==> src/rtl/muldiv_unit.sv <==
// RV32M iterative multiply/divide: radix-2 shift-add multiply, restoring divide.
// Latency: done pulses XLEN+1 cycles after acceptance; divide-by-zero/overflow pulse on the next cycle.
// Backpressure: busy stalls the pipeline; start is ignored in CALC, flush aborts with no done.
module muldiv_unit #(
    parameter int XLEN  = 32,
    parameter int CNT_W = 6
) (
    input  logic            clk,
    input  logic            rst,
    input  logic            start,
    input  logic            flush,
    input  logic [2:0]      funct3,
    input  logic [XLEN-1:0] srcA,
    input  logic [XLEN-1:0] srcB,
    output logic            busy,
    output logic            done,
    output logic [XLEN-1:0] result
);

    typedef enum logic [1:0] {
        IDLE,
        CALC,
        DONE
    } state_t;

    state_t            state;
    logic [CNT_W-1:0]  cnt;
    logic [2:0]        op_f3;
    logic              neg;
    // acc_hi: product high half / partial remainder
    // acc_lo: multiplier being shifted out / dividend shifting into quotient
    logic [XLEN-1:0]   acc_hi;
    logic [XLEN-1:0]   acc_lo;
    logic [XLEN-1:0]   op_b;

    // acceptance-time decode of the operation and operand magnitudes
    logic              is_div_in;
    logic              a_sgn_in;
    logic              b_sgn_in;
    logic              a_neg_in;
    logic              b_neg_in;
    logic              neg_in;
    logic              div_zero;
    logic              div_ovf;
    logic [XLEN-1:0]   a_mag;
    logic [XLEN-1:0]   b_mag;
    logic [XLEN-1:0]   special_res;

    // Decode the incoming request: signedness, magnitudes, negate flag, special cases
    always_comb begin
        is_div_in   = funct3[2];
        a_sgn_in    = is_div_in ? ~funct3[0] : ((funct3 == 3'b001) || (funct3 == 3'b010));
        b_sgn_in    = is_div_in ? ~funct3[0] : (funct3 == 3'b001);
        a_neg_in    = a_sgn_in & srcA[XLEN-1];
        b_neg_in    = b_sgn_in & srcB[XLEN-1];
        a_mag       = a_neg_in ? (~srcA + 1'b1) : srcA;
        b_mag       = b_neg_in ? (~srcB + 1'b1) : srcB;
        // REM follows the dividend sign; everything else is the product/quotient sign
        neg_in      = (is_div_in && funct3[1]) ? a_neg_in : (a_neg_in ^ b_neg_in);
        div_zero    = is_div_in && (srcB == '0);
        div_ovf     = is_div_in && !funct3[0] &&
                      (srcA == {1'b1, {(XLEN-1){1'b0}}}) && (srcB == '1);
        special_res = '0;
        if (div_zero) begin
            special_res = funct3[1] ? srcA : '1;
        end else begin
            special_res = funct3[1] ? '0 : srcA;
        end
    end

    // one iteration of either datapath, plus the final signed result
    logic [XLEN:0]     mul_sum;
    logic [XLEN:0]     div_shift;
    logic [XLEN:0]     div_diff;
    logic              q_bit;
    logic [XLEN-1:0]   step_hi;
    logic [XLEN-1:0]   step_lo;
    logic [2*XLEN-1:0] prod;
    logic [2*XLEN-1:0] prod_s;
    logic [XLEN-1:0]   final_res;

    // Single shift-add / restore-subtract step and result formatting
    always_comb begin
        mul_sum   = {1'b0, acc_hi} + (acc_lo[0] ? {1'b0, op_b} : '0);
        div_shift = {acc_hi, acc_lo[XLEN-1]};
        div_diff  = div_shift - {1'b0, op_b};
        q_bit     = ~div_diff[XLEN];
        if (op_f3[2]) begin
            step_hi = q_bit ? div_diff[XLEN-1:0] : div_shift[XLEN-1:0];
            step_lo = {acc_lo[XLEN-2:0], q_bit};
        end else begin
            step_hi = mul_sum[XLEN:1];
            step_lo = {mul_sum[0], acc_lo[XLEN-1:1]};
        end
        prod      = {step_hi, step_lo};
        prod_s    = neg ? (~prod + 1'b1) : prod;
        final_res = '0;
        if (op_f3[2]) begin
            if (op_f3[1]) begin
                final_res = neg ? (~step_hi + 1'b1) : step_hi;
            end else begin
                final_res = neg ? (~step_lo + 1'b1) : step_lo;
            end
        end else if (op_f3 == 3'b000) begin
            final_res = prod_s[XLEN-1:0];
        end else begin
            final_res = prod_s[2*XLEN-1:XLEN];
        end
    end

    // Control FSM and datapath registers; flush beats start, reset clears everything
    always_ff @(posedge clk) begin
        if (rst) begin
            state  <= IDLE;
            cnt    <= '0;
            op_f3  <= '0;
            neg    <= 1'b0;
            acc_hi <= '0;
            acc_lo <= '0;
            op_b   <= '0;
            done   <= 1'b0;
            result <= '0;
        end else if (flush) begin
            state <= IDLE;
            cnt   <= '0;
            done  <= 1'b0;
        end else begin
            done <= 1'b0;
            case (state)
                CALC: begin
                    acc_hi <= step_hi;
                    acc_lo <= step_lo;
                    cnt    <= cnt + 1'b1;
                    if (cnt == CNT_W'(XLEN-1)) begin
                        state  <= DONE;
                        done   <= 1'b1;
                        result <= final_res;
                    end
                end
                default: begin
                    // IDLE, and DONE which may accept a back-to-back request
                    state <= IDLE;
                    if (start) begin
                        op_f3  <= funct3;
                        neg    <= neg_in;
                        acc_hi <= '0;
                        acc_lo <= is_div_in ? a_mag : b_mag;
                        op_b   <= is_div_in ? b_mag : a_mag;
                        cnt    <= '0;
                        if (div_zero || div_ovf) begin
                            state  <= DONE;
                            done   <= 1'b1;
                            result <= special_res;
                        end else begin
                            state <= CALC;
                        end
                    end
                end
            endcase
        end
    end

    assign busy = (state != IDLE);

endmodule

==> config.mk <==
export PLATFORM = sky130hd
export DESIGN_NAME = muldiv_unit
export DESIGN_NICKNAME = d
export VERILOG_FILES = /design/src/rtl/muldiv_unit.sv
export SDC_FILE = /design/constraint.sdc
export NUM_CORES = 1
export LEC_CHECK = 0
export ABC_AREA = 1
export CAP_MARGIN = 20
export CORE_ASPECT_RATIO = 0.5
export CORE_UTILIZATION = 55
export DETAILED_ROUTE_END_ITERATION = 6
export GPL_TIMING_DRIVEN = 0
export PLACE_DENSITY = 0.82
export REMOVE_ABC_BUFFERS = 1
export SYNTH_ARGS = -nofsm -noshare
export SYNTH_HDL_FRONTEND = slang
export SYNTH_SLANG_ARGS = --single-unit
==> constraint.sdc <==
create_clock -name clk -period 4.8 [get_ports clk]
set_input_delay 1.2 -clock clk [delete_from_list [all_inputs] [get_ports clk]]
set_output_delay 1.2 -clock clk [all_outputs]
set_load 0.03 [all_outputs]
* After elaboration in Yosys (flattened, before gate mapping) *
Cells that the tools add are included.

cells by class
  muxes and demuxes = 38
  $lt $le $gt $ge = 0
  $mul = 0
  bitwise logic cells = 12
  div/mod/pow operators = 0
  shift-type cells = 0
  $add $sub $neg = 8
  reduce and logical (&&, ||, !) cells = 17
  equality and inequality tests = 7

operators by type and width
  operator                                              number
  2-to-1 mux 32 bit                                     24
  adder 32 x 1 -> 32 bit (second input constant)        4
  inverter 32 bit                                       4
  adder 64 x 1 -> 64 bit (second input constant)        1
  equality test 32 bit (second input constant)          2
  2-to-1 mux 64 bit                                     1
  inverter 64 bit                                       1
  adder 32 x 32 -> 33 bit                               1
  subtractor 33 x 32 -> 33 bit                          1
  zero test 32 bit                                      1
  2-to-1 mux 6 bit                                      2
  2-to-1 mux 2 bit                                      4
  2-to-1 mux 1 bit                                      7
  adder 6 x 1 -> 6 bit (second input constant)          1
  equality test 6 x 5 -> 1 bit (second input constant)  1
  nonzero test 2 bit                                    3
  logical AND 1 bit                                     5
  inverter 1 bit                                        4
  AND reduction 4 bit                                   1
  equality test 3 x 1 -> 1 bit (second input constant)  1
  equality test 3 x 2 -> 1 bit (second input constant)  1
  zero test 3 bit                                       1
  AND reduction 3 bit                                   1
  AND 1 bit                                             2
  7 further kinds                                       8

word-level totals
  bits in registers = 141
  memories kept = 0
  bits of input ports = 71
  bits in writable memories = 0
  ROM bits = 0
  word-level logic and storage cells = 91
  output and inout bits = 34
  bits in latches = 0

* Depth between registers and ports, before layout *
  depth after elaboration = 10
  mapped depth = 40

* Least setup slack after synthesis *
Ideal clock, no wire load.

  path kind = reg2reg
  start point = register acc_lo[31]
  end point = register result[30]
  stages on the path, launching flop included = 40
  data required time = 4.729 ns
  path buffers = 0
  data arrival time = 3.883 ns
  setup slack = 0.845 ns
  cells stage by stage = dfxtp_1 inv_1 ha_1 fa_1 inv_1 nand2_1 nand2_1 nand3_1 nand2_2 nand2_1 nand2_2 nand2_4 nand3_2 nand2_8 nand2_2 nand2_2 inv_2 ha_1 [... 4 more ...] nand3_2 nor2_1 nand2_1 nor2_1 nand2_1 nand2_1 inv_2 nor2_4 inv_2 nor2_2 nand2_1 inv_2 nand2_1 nand2_1 nand3_1 nand3_1 nand2_1 a21oi_1

between the ends
  cells in the longest elaborated chain, start to end = 10
  elaborated cells between the ends (all ways) = 19
  those cells by class = add/sub: 4; mux: 11; bitwise: 4

RTL lines
  element                                                     RTL line  RTL
  start, declared                                             33        logic [XLEN-1:0] acc_lo;
  start signal, assigned                                      132       acc_lo <= step_lo;
  start signal, assigned                                      147       acc_lo <= is_div_in ? a_mag : b_mag;
  subtractor 33 x 32 -> 33 bit                                86        div_diff = div_shift - {1'b0, op_b};
  2-to-1 mux 32 bit / inverter 1 bit (equally long branches)  89, 87
  2-to-1 mux 32 bit                                           88        if (op_f3[2]) begin
  inverter 64 bit (tied with other cells)                     96        prod_s = neg ? (~prod + 1'b1) : prod;
  adder 64 x 1 -> 64 bit (tied with other cells)              96
  2-to-1 mux 64 bit (tied with other cells)                   96
  2-to-1 mux 32 bit, on equally long branches                 104, 99
  2-to-1 mux 32 bit *                                         98        if (op_f3[2]) begin
  2-to-1 mux 32 bit *                                         134       if (cnt == CNT_W'(XLEN-1)) begin
  2-to-1 mux 32 bit *                                         129       case (state)
  end signal, assigned                                        137       result <= final_res;
  end signal, assigned                                        153       result <= special_res;
  end, declared                                               17        output logic [XLEN-1:0] result

Every way passes the cells marked *; elsewhere a longest branch is shown, timed or not. The select of a mux whose other input is x is not followed.
A chain may end at the register's enable or synchronous reset.

* Worst setup path in the final report *
  start point = input port start
  end point = register op_b[19]

between the ends
  cells in the longest elaborated chain, start to end = 1

RTL lines
  element                        RTL line  RTL
  start, declared                10        input logic start,
  AND reduction 3 bit (no line)  --
  end signal, assigned           148       op_b <= is_div_in ? b_mag : a_mag;
  end, declared                  34        logic [XLEN-1:0] op_b;

Every way passes these cells.

==> results.ini <==
[pwr]
p_sw_mw=2.173
comb_power_share_pct=42.8
swShare_pct=44.86
p_clk_share_pct=30.3
vdd_drop_max_uv=297.9
seqPwrFrac_pct=26.9
cellLeakagePower_nw=9.924
intPower_mw=2.671
p_per_area_nw_per_um2=232.8

[floorplanning]
die_area_um2=33910
die_h_um=130.7
initial_utilization_pct=56.74
fp.dieW_um=259.4
pin_count=105
coreArea_um2=32120
rows=46

[final_layout]
syn2layout_area_growth_pct=14.14
instances_no_fill=3822
drive_gt1_share_pct=8.791
fin_nets=3521
num_antenna_cells=0

[timing]
tightest_slew_ns=1.141
fin_crit_sh_pct=98.41
max_freq_mhz=211.7
slew_viol_final=0
skew_ns=0.01593
finalSetupViolCount=0
finalCriticalPeriod_ns=4.724
final_hold_viol_count=0
max-slew-margin-rel_pct=23.82
hold_ws_ns=0.4649

[synth]
synth_ff_type=dfxtp_1
yosysTopAreaCell=nand2_1
ys_seq_area_share_pct=15.49
ys_top_cells_by_count=nand2_1, inv_1, nor2_1
syn-instance-count=3343
synth.most_common_cell=nand2_1
syn_area_um2=18220
synth-seq-cells=141
async_reset_ff_share_pct=0
ys_types=54
synth-edff-count=0
avgSynthCellArea_um2=5.451
synth_area_leaders=nand2_1, dfxtp_1, inv_1
yosysWarnings=0
synth_top_area_share_pct=21.71

[critical_path]
critPathLaunch=start
worstReg2RegStart=op_b[15]$_SDFFE_PP0P_
arrival_ns=5.09
worst_setup_path_start_kind=input port
end_kind=flip-flop
cp.required_ns=5.16
critical_path_class=input port to flip-flop
crit_fanout=29

[flow_run]
maxCapViolations=0

[global_routing]
grt_max_degree=80
antenna_found_initial=4
grt_pass1_wl_um=117000
grt.overflow.total=0
grt_pass1_vias=19523
grtUsageTotal_pct=45.70

[detailed_routing]
drt_iter0_drc=3632
drc=3
firstDrtPassIters=7
wire_per_inst_um=20.79
routed_via_density=6.090
vias=23275
postRouteAntennaNets=0
drt_wl_total_um=79470

[run_status]
status=complete, but fails checks
violations=design-rule violations

[hold_path]
hold_class=flip-flop to flip-flop
hold_path.startpoint=result[18]$_SDFFE_PP0P_

[place]
dp_cells=3763
hpwl_um=60660
place.port_buffers=104
globalplace.congestion=1.067

[clocking]
path_clk_slew_ns=0.07
cts_buffer_depth=2
htreeDepth=4
cts_tree=built
cts_root_buffer=clkbuf_16
clock_sinks=141
cts_made_buffers=17
insertion_delay_ns=0.47

[layout make-up]
type	instances	area, um2
tap	432	540.5
fill	3163	11320
sequential	141	2900
inverter	441	1685
timing repair inverter	2	12.51
clock buffer	19	442.9
clock inverter	12	151.4
multi-input combinational	2628	13460
timing repair buffer	147	1609
[metal layers]
metal / share of wire (%) / vias up / global-route usage [%]
met5: 0.016 / - / 0
met4: 3.9 / 2 / 15.78
met3: 17 / 237 / 15.70
met2: 39 / 1667 / 65.46
met1: 40 / 10544 / 63.21
li1: - / 10825 / -
[power by group through the flow]
stage          clock network (mW)  registers, mW  logic, mW
2_1_floorplan                   0           1.30       1.26
3_3_place_gp                    0           1.34       1.81
3_5_place_dp                    0           1.32       1.87
4_1_cts                      1.44           1.30       1.92
5_1_grt                      1.50           1.30       2.23
6_report                     1.47           1.30       2.07
[sequential cells by signal, indices dropped and copies added, names as in the netlist]
signal and cells:
acc_hi 32, acc_lo 32, op_b 32, result 32
cnt 6, op_f3 3, state 2, done 1
neg 1
[critical path, cell delays in order]
cell             delay (ns)
clkdlybuf4s50_1        0.51
inv_1                  0.05
nor2_1                 0.14
inv_1                  0.08
nor2_1                 0.41
inv_1                  0.65
nor2_2                 0.71
buf_8                  0.25
clkinv_1               0.42
o221ai_1               0.32
nand2_1                0.09
inv_1                  0.23
[cell usage in the layout (no fill, tap or decap), drive strengths merged, types with 70 or more instances in the layout]
cell type	n
a21oi	280
nand3	269
inv	441
o21ai	200
xor2	83
nor2	356
dfxtp	141
nand2	1104
clkdlybuf4s50	102
ha	70
[path summary, 6_finish.rpt]
kind	endpoint	slack, ns	cells past startpoint
setup / recovery	op_b[19]$_SDFFE_PP0P_	0.08	12
hold / removal	result[18]$_SDFFE_PP0P_	0.46	2
setup reg to reg	result[18]$_SDFFE_PP0P_	0.15	37
hold reg to reg	result[18]$_SDFFE_PP0P_	0.46	2
[per-stage QoR]
step	TNS (ns)	area, um2	worst slack [ns]	total power [mW]	utilization [%]
4_1_cts	0	20410	0.07839	4.655	63.54
6_report	0	20800	0.07611	4.843	64.77
2_1_floorplan	-78.01	17620	-1.735	2.560	-
3_5_place_dp	-40.48	19600	-1.486	3.194	61.03
3_3_place_gp	-645.45	19200	-6.940	3.151	59.80
5_1_grt	-0.05203	20800	-0.02322	5.032	64.77
[cell families (layout without fill, tap and decap cells)]
family	after synthesis	in the layout	synth area share, %
DFF	141	141	15.49
and+or+nand+nor	1852	1853	43.41
adders and majority gates	78	78	5.355
xor gates and xnor gates	109	109	5.239
buffers and inverters	575	621	12.38
AOI/OAI and AO/OA	587	587	18.01
muxes	1	1	0.1236
[timing repair]
action,CTS,global route
cloned,2,1
setup endpoints to repair,49,24
pin swaps,5,16
buffers inserted,8,16
hold buffers,0,0
resized for setup,47,75
Power figures use the tool's default switching activity.
==> RTL change: new RTL, same flow settings <==
Reset style: asynchronous (`rst`), changed in one clocked block.
--- a/src/rtl/muldiv_unit.sv
+++ b/src/rtl/muldiv_unit.sv
@@ -111,3 +111,3 @@
     // Control FSM and datapath registers; flush beats start, reset clears everything
-    always_ff @(posedge clk) begin
+    always_ff @(posedge clk or posedge rst) begin
         if (rst) begin
Formal check against the unedited RTL: differs if rst is asserted again (counterexample within 4 cycles, from zero or initial values and one cycle with rst high); with rst held inactive, the same outputs for 4 cycles.
==> RTL change against the unedited design <==
The run ends with negative setup slack left. Register-to-register slack got worse by 0.16 ns. Final area fell by 1.6%. Worst setup slack got worse by 0.083 ns. Synthesized area down 1.0%. Routed wire length down 8.7%. Sequential cell count unchanged. Critical endpoint is now result[14]. Final cell count down 6.7%.
Power is not compared: it rests on default switching activity, and its combinational part moved more than twofold at a synthesized area within 25%.
==> RTL change: results (changes against the unedited design) <==
Clock tree
The number of buffers on the longest clock path was 2 (unchanged). The clock latency of the later-clocked register in the worst-skew pair came to 0.47 ns (about the same). The clock slew at the register clock pins of the worst setup and hold paths is 0.07 ns (about the same). The level count of the clock H-tree is 4 (unchanged). In this run the clock root is driven by a sky130_fd_sc_hd__clkbuf_16.

Global route
The maximum number of pins on one net before global-route repair is 102 (+28%). The total routing resource utilization after global routing is 41.7% (-4.0 points). The wire length of the first global-routing pass is 106000 µm (-9.2%). The initial antenna violation count is 1 (-3). The via count of the first global-routing pass is 18344 (-6.0%).

Critical path
In this run the critical register-to-register path is captured at result[14]. The number of cell instances on the worst register-to-register path is 27 (-27%). The endpoint arrival time on the critical path is 5.17 ns (+0.08 ns).

The reg-to-reg critical path startpoint is op_b[18]. The largest driver fanout on the critical path was 7 (-76%). Among all stages on the critical path, the largest delay is contributed by sky130_fd_sc_hd__dfrtp_1.

The largest stage delay on the critical path is 0.46 ns (-0.25 ns).

Synthesis
The number of warnings issued by yosys is 0 (unchanged). Ranked by instance count, the synthesized netlist is headed by sky130_fd_sc_hd__nand2_1 (903), sky130_fd_sc_hd__inv_1 (411), sky130_fd_sc_hd__nand3_1 (271). The most used flip-flop cell after synthesis is sky130_fd_sc_hd__dfrtp_1. The register area share after synthesis is 19.6% (+4.1 points). The share of the synthesized area in the top cell type was 19.6% (-2.1 points). Sorting the synthesized cells by area gives the leading types as sky130_fd_sc_hd__dfrtp_1 (20%), sky130_fd_sc_hd__nand2_1 (19%), sky130_fd_sc_hd__inv_1 (8.6%), sky130_fd_sc_hd__nand3_1 (7.5%), sky130_fd_sc_hd__o21ai_0 (5.6%). The number of instances in the synthesized netlist is 3077 (-8.0%). The number of distinct library cell variants in the gate-level netlist after synthesis is 58 (+7.4%). The proportion of register bits with asynchronous set or reset after synthesis was 100% (+100 points).

Placement
The count of input and output buffers is 104 (unchanged). The HPWL after detailed placement was 54000 µm (-11%). The worst setup slack after placement is -0.794 ns (+0.692 ns). The number of placed instances, taps included came to 3508 (-6.8%).

The final weighted congestion in routability-driven placement is 1.05 (-1.5%).

Final layout
The net total in the final layout is 3263 (-7.3%). The share of final-layout standard cells stronger than drive strength 1 was 8.55% (-0.24 points). The filler-free cell count of the finished design was 3565 (-6.7%).

STA
The setup-violating endpoint count in the final report is 1 (+1). The post-route clock skew is 0.0128 ns (-0.00318 ns). The setup slack after layout is -0.00696 ns (-0.0831 ns). The relative slew slack is 31.8% (+8.0 points).

Hold path
In this run the worst hold path is classified as flop to flop. The destination of the worst hold path is result[28]. The launch instance of the worst min-delay path is result[28].

Routing
The sum of met2 wire segment lengths after detailed routing came to 28300 µm (-8.6%). The routed metal-1 wirelength is 29300 µm (-9.0%). The met3 layer wire length in the routed design came to 12600 µm (-4.8%). The number of detailed-route iterations in the first pass was 7 (unchanged).

The count of routing violations after the opening detailed-route iteration came to 3519 (-3.1%). The number of vias after detailed routing is 21691 (-6.8%). The total wire length after detailed routing came to 72500 µm (-8.7%).

Status
The checks that failed: negative setup slack. The flow ran to the end, but the final reports show violations.
RTL change: cell types whose count changed after synthesis, sizes merged, moves of 19 or more:
| cell | before | now |
|---|---|---|
| clkbuf | 97 | 78 |
| nor2 | 356 | 291 |
| o22ai | 0 | 36 |
| inv | 438 | 418 |
| o21bai | 10 | 43 |
| a21oi | 280 | 155 |
| o21ai | 200 | 224 |
| dfxtp | 141 | 0 |
| dfrtp | 0 | 141 |
| nand2 | 1103 | 955 |
RTL change: worst max path at each step:
stage                       to  slack (ns)        from
floorplan            result[2]       -2.54    state[0]
global placement     result[5]       -7.76    state[0]
detailed placement  acc_lo[30]       -0.79   funct3[1]
CTS                 result[30]       0.001  acc_lo[31]
global route        result[18]       -0.05    op_b[10]
finish              result[14]      -0.007    op_b[18]
RTL change: logic make-up (layout without fill, tap and decap cells):
logic type      after synthesis  count (layout)  synth area share (%)
simple gates               1641            1644                  39.4
compound gates              574             574                  18.7
fa+ha+maj                    72              72                  5.08
flops                       141             141                  19.6
buf+inv                     536             589                  11.8
xor+xnor                    113             113                  5.49
RTL change: layout make-up:
cell class | instances | area [µm²]
Clock buffer | 17 | 425
Fill cell | 2970 | 11500
Tap cell | 432 | 541
Multi-Input combinational cell | 2403 | 12700
Timing Repair inverter | 2 | 10.0
Timing Repair Buffer | 136 | 1520
Inverter | 419 | 1600
Clock inverter | 15 | 128
Sequential cell | 141 | 3550
RTL change: worst max-delay path: cells and delay by family (launching register included):
kind	cells	cell delay, ns
buf+inv	6	0.95
simple gates	16	1.91
compound gates	3	0.80
fa+ha+maj	1	0.35
flops	1	0.46
xor+xnor	1	0.20
RTL change: where the power goes:
part           total [W]  internal, W  switching (W)
combinational    0.00963      0.00295        0.00668
sequential       0.00194      0.00153       0.000416
clock            0.00135     0.000678       0.000668
total             0.0129      0.00515        0.00777
RTL change: layer usage:
| layer | global-route usage, % | vias up |
|---|---|---|
| li1 | - | 10142 |
| met1 | 57.8 | 9829 |
| met2 | 58.8 | 1525 |
| met4 | 12.1 | 2 |
| met3 | 17.1 | 193 |
| met5 | 0 | - |
RTL change: repair_timing:
action                                  in CTS  in global routing
endpoints found under the setup margin      36                 41
gates resized for setup                     22                 68
pin swaps                                    6                 16
setup buffers                                7                 12
cloned                                       4                  1
endpoints found under the hold margin        0                  0
RTL change: per-stage QoR:
stage | util (%) | hold slack (ns) | area, µm² | setup TNS (ns)
floorplan | - | 0.454 | 17500 | -158.59
global placement | 59.7 | 0.464 | 19100 | -1077.05
detailed placement | 60.7 | 0.464 | 19400 | -34.91
CTS | 63.0 | 0.482 | 20100 | 0
global route | 64.1 | 0.504 | 20500 | -0.187
finish | 64.1 | 0.481 | 20500 | -0.00696
